===== config.mk =====
export PLATFORM = sky130hd
export DESIGN_NAME = flit_assembler_4
export DESIGN_NICKNAME = d
export VERILOG_FILES = /design/src/rtl/noc_flit_pkg.sv /design/src/rtl/flit_assembler_4.sv
export SDC_FILE = /design/constraint.sdc
export NUM_CORES = 1
export LEC_CHECK = 0
export CORE_UTILIZATION = 46
export DETAILED_ROUTE_END_ITERATION = 10
export PLACE_DENSITY = 0.78
export SLEW_MARGIN = 20
export SYNTH_ARGS = -nofsm -noshare
export SYNTH_HDL_FRONTEND = slang
export SYNTH_SLANG_ARGS = --single-unit

===== constraint.sdc =====
create_clock -name clk -period 2.6 [get_ports clk]
set_clock_uncertainty 0.1 [all_clocks]
set_input_delay 0.52 -clock clk [delete_from_list [all_inputs] [get_ports clk]]
set_output_delay 0.52 -clock clk [all_outputs]
set_load 0.02 [all_outputs]

===== src/rtl/noc_flit_pkg.sv =====
// Shared NoC flit definitions: control-bit positions, assembler states, flit width.
package noc_flit_pkg;

  // Control-bit offsets measured down from the flit MSB (bit index = W - OFS).
  localparam int FLIT_VALID_OFS = 1;
  localparam int FLIT_HEAD_OFS  = 2;
  localparam int FLIT_TAIL_OFS  = 3;

  typedef enum logic [2:0] {
    WAIT_HEAD,
    WAIT_B1,
    WAIT_B2,
    WAIT_TAIL,
    FULL
  } asm_state_e;

  function automatic int flit_w(input int width_pkt);
    return width_pkt / 4;
  endfunction

endpackage


===== src/rtl/flit_assembler_4.sv =====
// Reassembles head/body1/body2/tail flits into one packet word with valid/ready
// output; malformed sequences are discarded, pulsed on o_error and counted.
module flit_assembler_4
  import noc_flit_pkg::*;
#(
  parameter int WIDTH_PKT        = 36,
  parameter int VC_ADDRESS_WIDTH = 1,
  parameter int ADDRESS_WIDTH    = 4,
  parameter int ERR_CNT_WIDTH    = 8
) (
  input  logic                            clk,
  input  logic                            rst_n,
  input  logic [flit_w(WIDTH_PKT)-1:0]    i_flit_in,
  input  logic                            i_valid_in,
  output logic                            i_ready_out,
  output logic [WIDTH_PKT-1:0]            o_packet_out,
  output logic                            o_valid_out,
  input  logic                            o_ready_in,
  output logic                            o_error,
  output logic [ERR_CNT_WIDTH-1:0]        o_err_count
);

  localparam int W = flit_w(WIDTH_PKT);

  if ((WIDTH_PKT % 4) != 0 || W < 3 + VC_ADDRESS_WIDTH + ADDRESS_WIDTH) begin : g_bad_cfg
    $error("flit_assembler_4: WIDTH_PKT too small or not a multiple of 4");
  end

  asm_state_e               state_q;
  logic [WIDTH_PKT-1:0]     pkt_q;
  logic                     valid_q, err_q;
  logic [ERR_CNT_WIDTH-1:0] cnt_q;

  logic flit_real, hd, tl, err_ev;

  // Combinational on o_ready_in so a new head can enter the cycle FULL drains.
  assign i_ready_out = (state_q != FULL) || o_ready_in;
  assign flit_real   = i_valid_in && i_ready_out && i_flit_in[W-FLIT_VALID_OFS];
  assign hd          = i_flit_in[W-FLIT_HEAD_OFS];
  assign tl          = i_flit_in[W-FLIT_TAIL_OFS];

  always_comb begin
    err_ev = 1'b0;
    if (flit_real) begin
      case (state_q)
        WAIT_HEAD, FULL:  err_ev = !(hd && !tl);
        WAIT_B1, WAIT_B2: err_ev = hd || tl;
        WAIT_TAIL:        err_ev = hd || !tl;
        default:          err_ev = 1'b0;
      endcase
    end
  end

  always_ff @(posedge clk or negedge rst_n) begin
    if (!rst_n) begin
      state_q <= WAIT_HEAD;
      pkt_q   <= '0;
      valid_q <= 1'b0;
      err_q   <= 1'b0;
      cnt_q   <= '0;
    end else begin
      err_q <= err_ev;
      if (err_ev && cnt_q != '1) cnt_q <= cnt_q + ERR_CNT_WIDTH'(1);

      if (state_q == FULL && o_ready_in) begin
        valid_q <= 1'b0;
        state_q <= WAIT_HEAD;
      end

      if (flit_real) begin
        case (state_q)
          WAIT_HEAD, FULL: begin
            if (hd && !tl) begin
              pkt_q[3*W +: W] <= i_flit_in;
              state_q         <= WAIT_B1;
            end
          end
          WAIT_B1, WAIT_B2: begin
            if (hd) begin
              pkt_q[3*W +: W] <= i_flit_in;
              state_q         <= WAIT_B1;
            end else if (tl) begin
              state_q <= WAIT_HEAD;
            end else if (state_q == WAIT_B1) begin
              pkt_q[2*W +: W] <= i_flit_in;
              state_q         <= WAIT_B2;
            end else begin
              pkt_q[1*W +: W] <= i_flit_in;
              state_q         <= WAIT_TAIL;
            end
          end
          WAIT_TAIL: begin
            if (hd) begin
              pkt_q[3*W +: W] <= i_flit_in;
              state_q         <= WAIT_B1;
            end else if (!tl) begin
              state_q <= WAIT_HEAD;
            end else begin
              pkt_q[0 +: W] <= i_flit_in;
              state_q       <= FULL;
              valid_q       <= 1'b1;
            end
          end
          default: state_q <= WAIT_HEAD;
        endcase
      end
    end
  end

  assign o_packet_out = pkt_q;
  assign o_valid_out  = valid_q;
  assign o_error      = err_q;
  assign o_err_count  = cnt_q;

endmodule


==> metrics.cfg, run 1 <==
[run_status]
status=finished with violations
violations=DRC

[detailed_routing]
vias=1364
ant_nets=0
wirelength_mm=4.08
wl_per_cell_um=15.6
viasPerCell=5.23
drt_first_pass_iters=7
drtIter0Drc=56
drc_errors=2

[worst_setup_path]
timing.rr.end=o_packet_out[28]$_DFFE_PN0P_
cp-startpoint=i_flit_in[7]
r2r_start=state_q[1]$_DFF_PN0_
r2r_slack_ns=0.45
rr_worst_depth=6
cp_max_fo=7
crit_chain=clkdlybuf4s50_1, xor2_1, o211ai_1, nand3_1, buf_4, nor4b_1, xor2_1
crit_top_cell=xor2_1
critPathArrivalTime_ns=2.47
crit_path_start_kind=primary input
crit_type=primary input to flip-flop
crit_family=buffers and inverters
crit_required_ns=2.72
cpPeakStageDelay_ns=0.53
setup.worst_path.end_class=flip-flop
crit_slowest_cell=clkdlybuf4s50_1
critPathBufInv=2

[global_routing]
grt_use_met1_pct=23.2
grt_pass1_wl_mm=6.56
use_met2_pct=36.7
grt-ovfl-total=0
track_usage_pct=20.3
antenna_found_initial=0
grt_pass1_vias=1438
grt.busiest_layer=met2
grt_start_max_net_pins=24
use_met3_pct=6.03

[layout]
nNetsFinal=224
final_util_pct=64.7
diodes=0
area_growth_pct=35.6
drive_gt1_share_pct=22.3

[yosys]
yosysWarnings=0
yosysMostFrequentCell=dfrtp_1
syn_area_per_cell_um2=12.9
synth.distinct_cells=29
synth_edf_count=0
synthFlopType=dfrtp_1
ys_async_sr_fraction_pct=100
ys_top_cells_by_area=dfrtp_1, mux2_2, xor2_1, buf_4, nand3_1
synthCells=148
netlist.area_leader.share_pct=57.7
ys_ff_latch=44
yosysSeqAreaShare_pct=57.7
synthTopCellsByCount=dfrtp_1, mux2_2, xor2_1
yosysTopAreaCell=dfrtp_1
synth.cell_area_um2=1910

[clock_tree]
post_cts_buffers=0
cts_resized=0
cts_sinks=44
insertion_delay_ns=0.29
path_clk_slew_ns=0.08
ctsHoldBuffers=0
cts_buffers=5
root_buffer=clkbuf_8
cts_tree=done
clockBufferDepth=2
htree_levels=2

[timing]
finalCriticalPeriod_ns=2.36
setup_violations=0
whs_ns=0.0713
max_freq_ghz=0.424
rsz0062_at_grt=no
slew_viol_final=0
fin_setup_tns_ns=0
finalCritPeriodShare_pct=90.6
hold_viol_final=0

[pwr]
power.switching_mw=0.824
ir_drop_v=0.000525
pwr-share-comb_pct=39.4
intPower_mw=1.55
clkPwrFrac_pct=17.4
power_density_nw_per_um2=918
seq_power_share_pct=43.2
swShare_pct=34.7
leakagePower_nw=1.16

[floorplanning]
core_region_area_um2=4000
die_x_um=66.4
rows=23
dieHeight_um=66.4
dieArea_um2=4410
io_pins=60
start_util_pct=47.7

[placement]
hpwl_mm=3.07
port_buffers=54
place.gp.congestion=0.905

[hold_path]
min_path_type=primary input to asynchronous set/reset pin

[flow_run]
maxCapViolCount=0

==> stage by stage <==
step / worst slack [ns] / power (mW) / area, µm² / cells
6_report: 0.244 / 2.37 / 2590 / 261
2_1_floorplan: 0.586 / 1.50 / 1920 / 152
5_1_grt: 0.127 / 2.49 / 2590 / 261
3_3_place_gp: 0.170 / 1.93 / 2500 / 253
4_1_cts: 0.251 / 2.40 / 2590 / 261
3_5_place_dp: 0.00439 / 1.98 / 2500 / 253
==> sequential cells by signal, summed over array words and instances, names as in the netlist <==
| register | cells |
|---|---|
| o_valid_out | 1 |
| o_error | 1 |
| o_packet_out | 31 |
| o_err_count | 8 |
| state_q | 3 |
==> cell usage in the layout, fill, tap and decap left out, types with 6 or more instances in the layout <==
cell type	n
buf_4	8
dfrtp_1	44
mux2_2	27
clkdlybuf4s50_1	53
xor2_1	7
nor2_1	6
nand3_1	6
==> kinds of logic (layout without fill, tap and decap cells) <==
group | Yosys count | in the layout | share of synthesized area, %
other | 1 | 5 | 0.197
flip-flops | 44 | 44 | 57.7
XOR/XNOR | 7 | 7 | 3.22
multiplexers | 27 | 27 | 15.9
AO/OA/AOI/OAI | 11 | 11 | 4.07
buffers and inverters | 15 | 74 | 4.92
adder cells (fa/ha/maj) | 2 | 2 | 1.18
AND/OR/NAND/NOR | 41 | 41 | 12.7
==> how the worst max path moves through the flow <==
stage	end	slack (ns)	depth (start not counted)
6_report	o_err_count[3]$_DFFE_PN0P_	0.24	7
5_1_grt	o_err_count[3]$_DFFE_PN0P_	0.13	7
4_1_cts	i_ready_out	0.25	3
3_5_place_dp	o_err_count[3]$_DFFE_PN0P_	0.004	7
3_3_place_gp	o_err_count[1]$_DFFE_PN0P_	0.17	6
2_1_floorplan	o_err_count[1]$_DFFE_PN0P_	0.59	6
==> layer usage <==
layer	up-vias	part of all wire (%)
met4	0	0.39
li1	625	-
met5	-	0
met1	681	39
met2	56	53
met3	2	7.5
==> area by class of cell <==
class                   instances  area [µm²]
fillers                       298        1410
flip-flops and latches         44        1100
multi-input cells              93         727
repair buffers                 62         596
clock buffers                   7        76.3
well taps                      50        62.6
inverters                       4        15.0
clock inverters                 1        8.76
==> power by group through the flow <==
stage	Sequential, mW	Combinational [mW]	Clock, mW
after floorplan	1.22	0.280	0
after global placement	1.02	0.911	0
after detailed placement	1.04	0.939	0
after CTS	1.03	0.945	0.423
after global routing	1.05	0.994	0.441
final	1.03	0.935	0.413
(Power assumes the default switching activity.)
==> run 2, diff against run 1 <==
- ABC_AREA: default -> 1
- CORE_UTILIZATION: 46 -> 47
- SKIP_CTS_REPAIR_TIMING: default -> 1
- SLEW_MARGIN: 20 -> 40
==> run 2 against run 1 <==
Net effect:
- the flow now finishes without violations
- die area up 8.0%
- critical path type is now primary input to output port
- cell area up 6.6%
- critical path depth down 3
- sequential cell count unchanged
- largest cell class unchanged
- combinational power up 6.5%
- critical endpoint is now i_ready_out
==> metrics.cfg, run 2 <==
[yosys]
synth_edf_count=0  ; unchanged
synthCells=237  ; was 148
synth.distinct_cells=31  ; was 29
netlist.area_leader.share_pct=52.2  ; was 57.7%
ys_top_cells_by_area=dfrtp_1, nand2_1, inv_1, o21ai_1, o21ai_2  ; was dfrtp_1, mux2_2, xor2_1, buf_4, nand3_1
synthTopCellsByCount=nand2_1, dfrtp_1, inv_1  ; was dfrtp_1, mux2_2, xor2_1
yosysWarnings=0  ; unchanged
ys_ff_latch=44  ; unchanged
yosysMostFrequentCell=nand2_1  ; was dfrtp_1
synth.cell_area_um2=2110  ; was 1910 µm²
yosysSeqAreaShare_pct=52.2  ; was 57.7%
yosysTopAreaCell=dfrtp_1  ; unchanged
synthFlopType=dfrtp_1  ; unchanged
syn_area_per_cell_um2=8.90  ; was 12.9 µm²
ys_async_sr_fraction_pct=100  ; unchanged

[layout]
nNetsFinal=308  ; was 224
diodes=0  ; unchanged
stdcell_count=345  ; was 261
area_growth_pct=30.7  ; was 35.6%
design_area_um2=2760  ; was 2590 µm²
mostFrequentLayoutCell=nand2_1  ; was clkdlybuf4s50_1
final_cell_mix=nand2_1, clkdlybuf4s50_1, dfrtp_1, inv_1, o21ai_1  ; was clkdlybuf4s50_1, dfrtp_1, mux2_2, buf_4, xor2_1
drive_gt1_share_pct=12.5  ; was 22.3%
largest_reg_flops=31  ; unchanged
final_util_pct=66.5  ; was 64.7%
nFillCells=364  ; was 298

[floorplanning]
core_region_area_um2=4140  ; was 4000 µm²
die_x_um=69.0  ; was 66.4 µm
rows=23  ; unchanged
dieHeight_um=69.0  ; was 66.4 µm
io_pins=60  ; unchanged
dieArea_um2=4760  ; was 4410 µm²
start_util_pct=50.9  ; was 47.7%

[detailed_routing]
drt_first_pass_iters=4  ; was 7
ant_nets=0  ; unchanged
drc_errors=0  ; was 2
vias=1725  ; was 1364
drtIter0Drc=117  ; was 56
wl_per_cell_um=12.2  ; was 15.6 µm
wirelength_mm=4.21  ; was 4.08 mm
viasPerCell=5.00  ; was 5.23

[global_routing]
track_usage_pct=20.8  ; was 20.3%
antenna_found_initial=0  ; unchanged
grt_pass1_wl_mm=7.16  ; was 6.56 mm
grt_start_max_net_pins=21  ; was 24
grt_pass1_vias=1597  ; was 1438
grt-ovfl-total=0  ; unchanged

[pwr]
pwr-share-comb_pct=39.6  ; was 39.4%
leakagePower_nw=1.34  ; was 1.16 nW
power_density_nw_per_um2=912  ; was 918 nW/µm²
total_power_mw=2.51  ; was 2.37 mW
intPower_mw=1.61  ; was 1.55 mW
ir_drop_v=0.000607  ; was 0.000525 V
swShare_pct=36.1  ; was 34.7%
seq_power_share_pct=40.1  ; was 43.2%
clkPwrFrac_pct=20.2  ; was 17.4%
power.switching_mw=0.908  ; was 0.824 mW

[worst_setup_path]
critPathArrivalTime_ns=1.76  ; was 2.47 ns
r2r_slack_ns=0.99  ; was 0.45 ns
setup.worst_path.end_class=output port  ; was flip-flop
crit_type=primary input to output port  ; was primary input to flip-flop
rr_worst_depth=6  ; unchanged
r2r_start=o_err_count[0]$_DFFE_PN0P_  ; was state_q[1]$_DFF_PN0_
crit_required_ns=1.98  ; was 2.72 ns
timing.rr.end=o_err_count[4]$_DFFE_PN0P_  ; was o_packet_out[28]$_DFFE_PN0P_
crit_path_start_kind=primary input  ; unchanged
cp_max_fo=3  ; was 7

[timing]
finalCritPeriodShare_pct=91.6  ; was 90.6%
rsz0062_at_grt=no  ; unchanged
hold_viol_final=0  ; unchanged
max_freq_ghz=0.420  ; was 0.424 GHz
fin_setup_tns_ns=0  ; unchanged
slew_viol_final=0  ; unchanged
setup_violations=0  ; unchanged
finalCriticalPeriod_ns=2.38  ; was 2.36 ns

[placement]
placement.cell_area_um2=2650  ; was 2500 µm²
place.gp.congestion=0.809  ; was 0.905
port_buffers=54  ; unchanged
placed_cells=337  ; was 253
hpwl_mm=3.15  ; was 3.07 mm

[clock_tree]
htree_levels=2  ; unchanged
cts_sinks=44  ; unchanged
cts_tree=done  ; unchanged
cts_buffers=5  ; unchanged
insertion_delay_ns=0.29  ; about the same
root_buffer=clkbuf_8  ; unchanged
clockBufferDepth=2  ; unchanged
path_clk_slew_ns=0.08  ; about the same

[hold_path]
min_path_type=primary input to asynchronous set/reset pin  ; unchanged

[flow_run]
maxCapViolCount=0  ; unchanged

[run_status]
status=finished clean  ; was finished with violations

run 2: changes by cell type after synthesis, sizes merged, moves of 7 or more:
cell	before	now
mux2	27	0
inv	4	23
nor2	7	15
nand2	5	90
nand4	2	9
o21ai	5	24
run 2: layout make-up:
cell class	instances	area (µm²)	share of cell area, %
inverter	23	88.8	3.22
clock inverter	2	35.0	1.27
sequential	44	1100	39.9
multi-input combinational	164	847	30.7
tap	50	62.6	2.27
timing repair buffer	56	551	20.0
clock buffer	6	72.6	2.63
run 2: power groups by stage:
stage | Clock [mW] | Sequential, mW | Combinational (mW)
2_1_floorplan | 0 | 1.22 | 0.329
3_3_place_gp | 0 | 1.02 | 0.982
3_5_place_dp | 0 | 1.01 | 1.00
4_1_cts | 0.520 | 1.01 | 1.01
5_1_grt | 0.548 | 1.04 | 1.08
6_report | 0.509 | 1.01 | 0.996
run 2: worst max path at each step:
| stage | cells after the start | slack [ns] | start | to |
|---|---|---|---|---|
| CTS | 4 | 0.21 | o_ready_in | i_ready_out |
| detailed placement | 4 | 0.22 | o_ready_in | i_ready_out |
| floorplan | 8 | 1.04 | i_flit_in[7] | o_packet_out[12]$_DFFE_PN0P_ |
| global route | 4 | 0.17 | o_ready_in | i_ready_out |
| global placement | 4 | 0.24 | o_ready_in | i_ready_out |
| finish | 4 | 0.22 | o_ready_in | i_ready_out |
run 2: critical path, cell delays in order:
cell and delay [ns]:
clkdlybuf4s50_1 0.45, inv_1 0.06, nand3_2 0.11, clkdlybuf4s50_1 0.61
run 2: cell families after synthesis:
group	synth area share, %
XOR/XNOR	1.25
other	0.178
adder cells (fa/ha/maj)	0.593
buffers and inverters	8.36
AO/OA/AOI/OAI	7.95
flip-flops	52.2
AND/OR/NAND/NOR	29.5
run 2: through the flow:
| step | hold slack, ns | worst slack (ns) |
|---|---|---|
| 2_1_floorplan | 0.124 | 1.04 |
| 3_3_place_gp | 0.346 | 0.237 |
| 3_5_place_dp | 0.349 | 0.215 |
| 4_1_cts | 0.0624 | 0.214 |
| 5_1_grt | 0.0818 | 0.169 |
| 6_report | 0.0513 | 0.219 |
run 2: routing by layer:
metal  track usage [%]  share of wire, %
met5                 0                 0
met4              8.42               1.8
met3              4.77               5.4
met2              32.0                44
met1              28.1                48
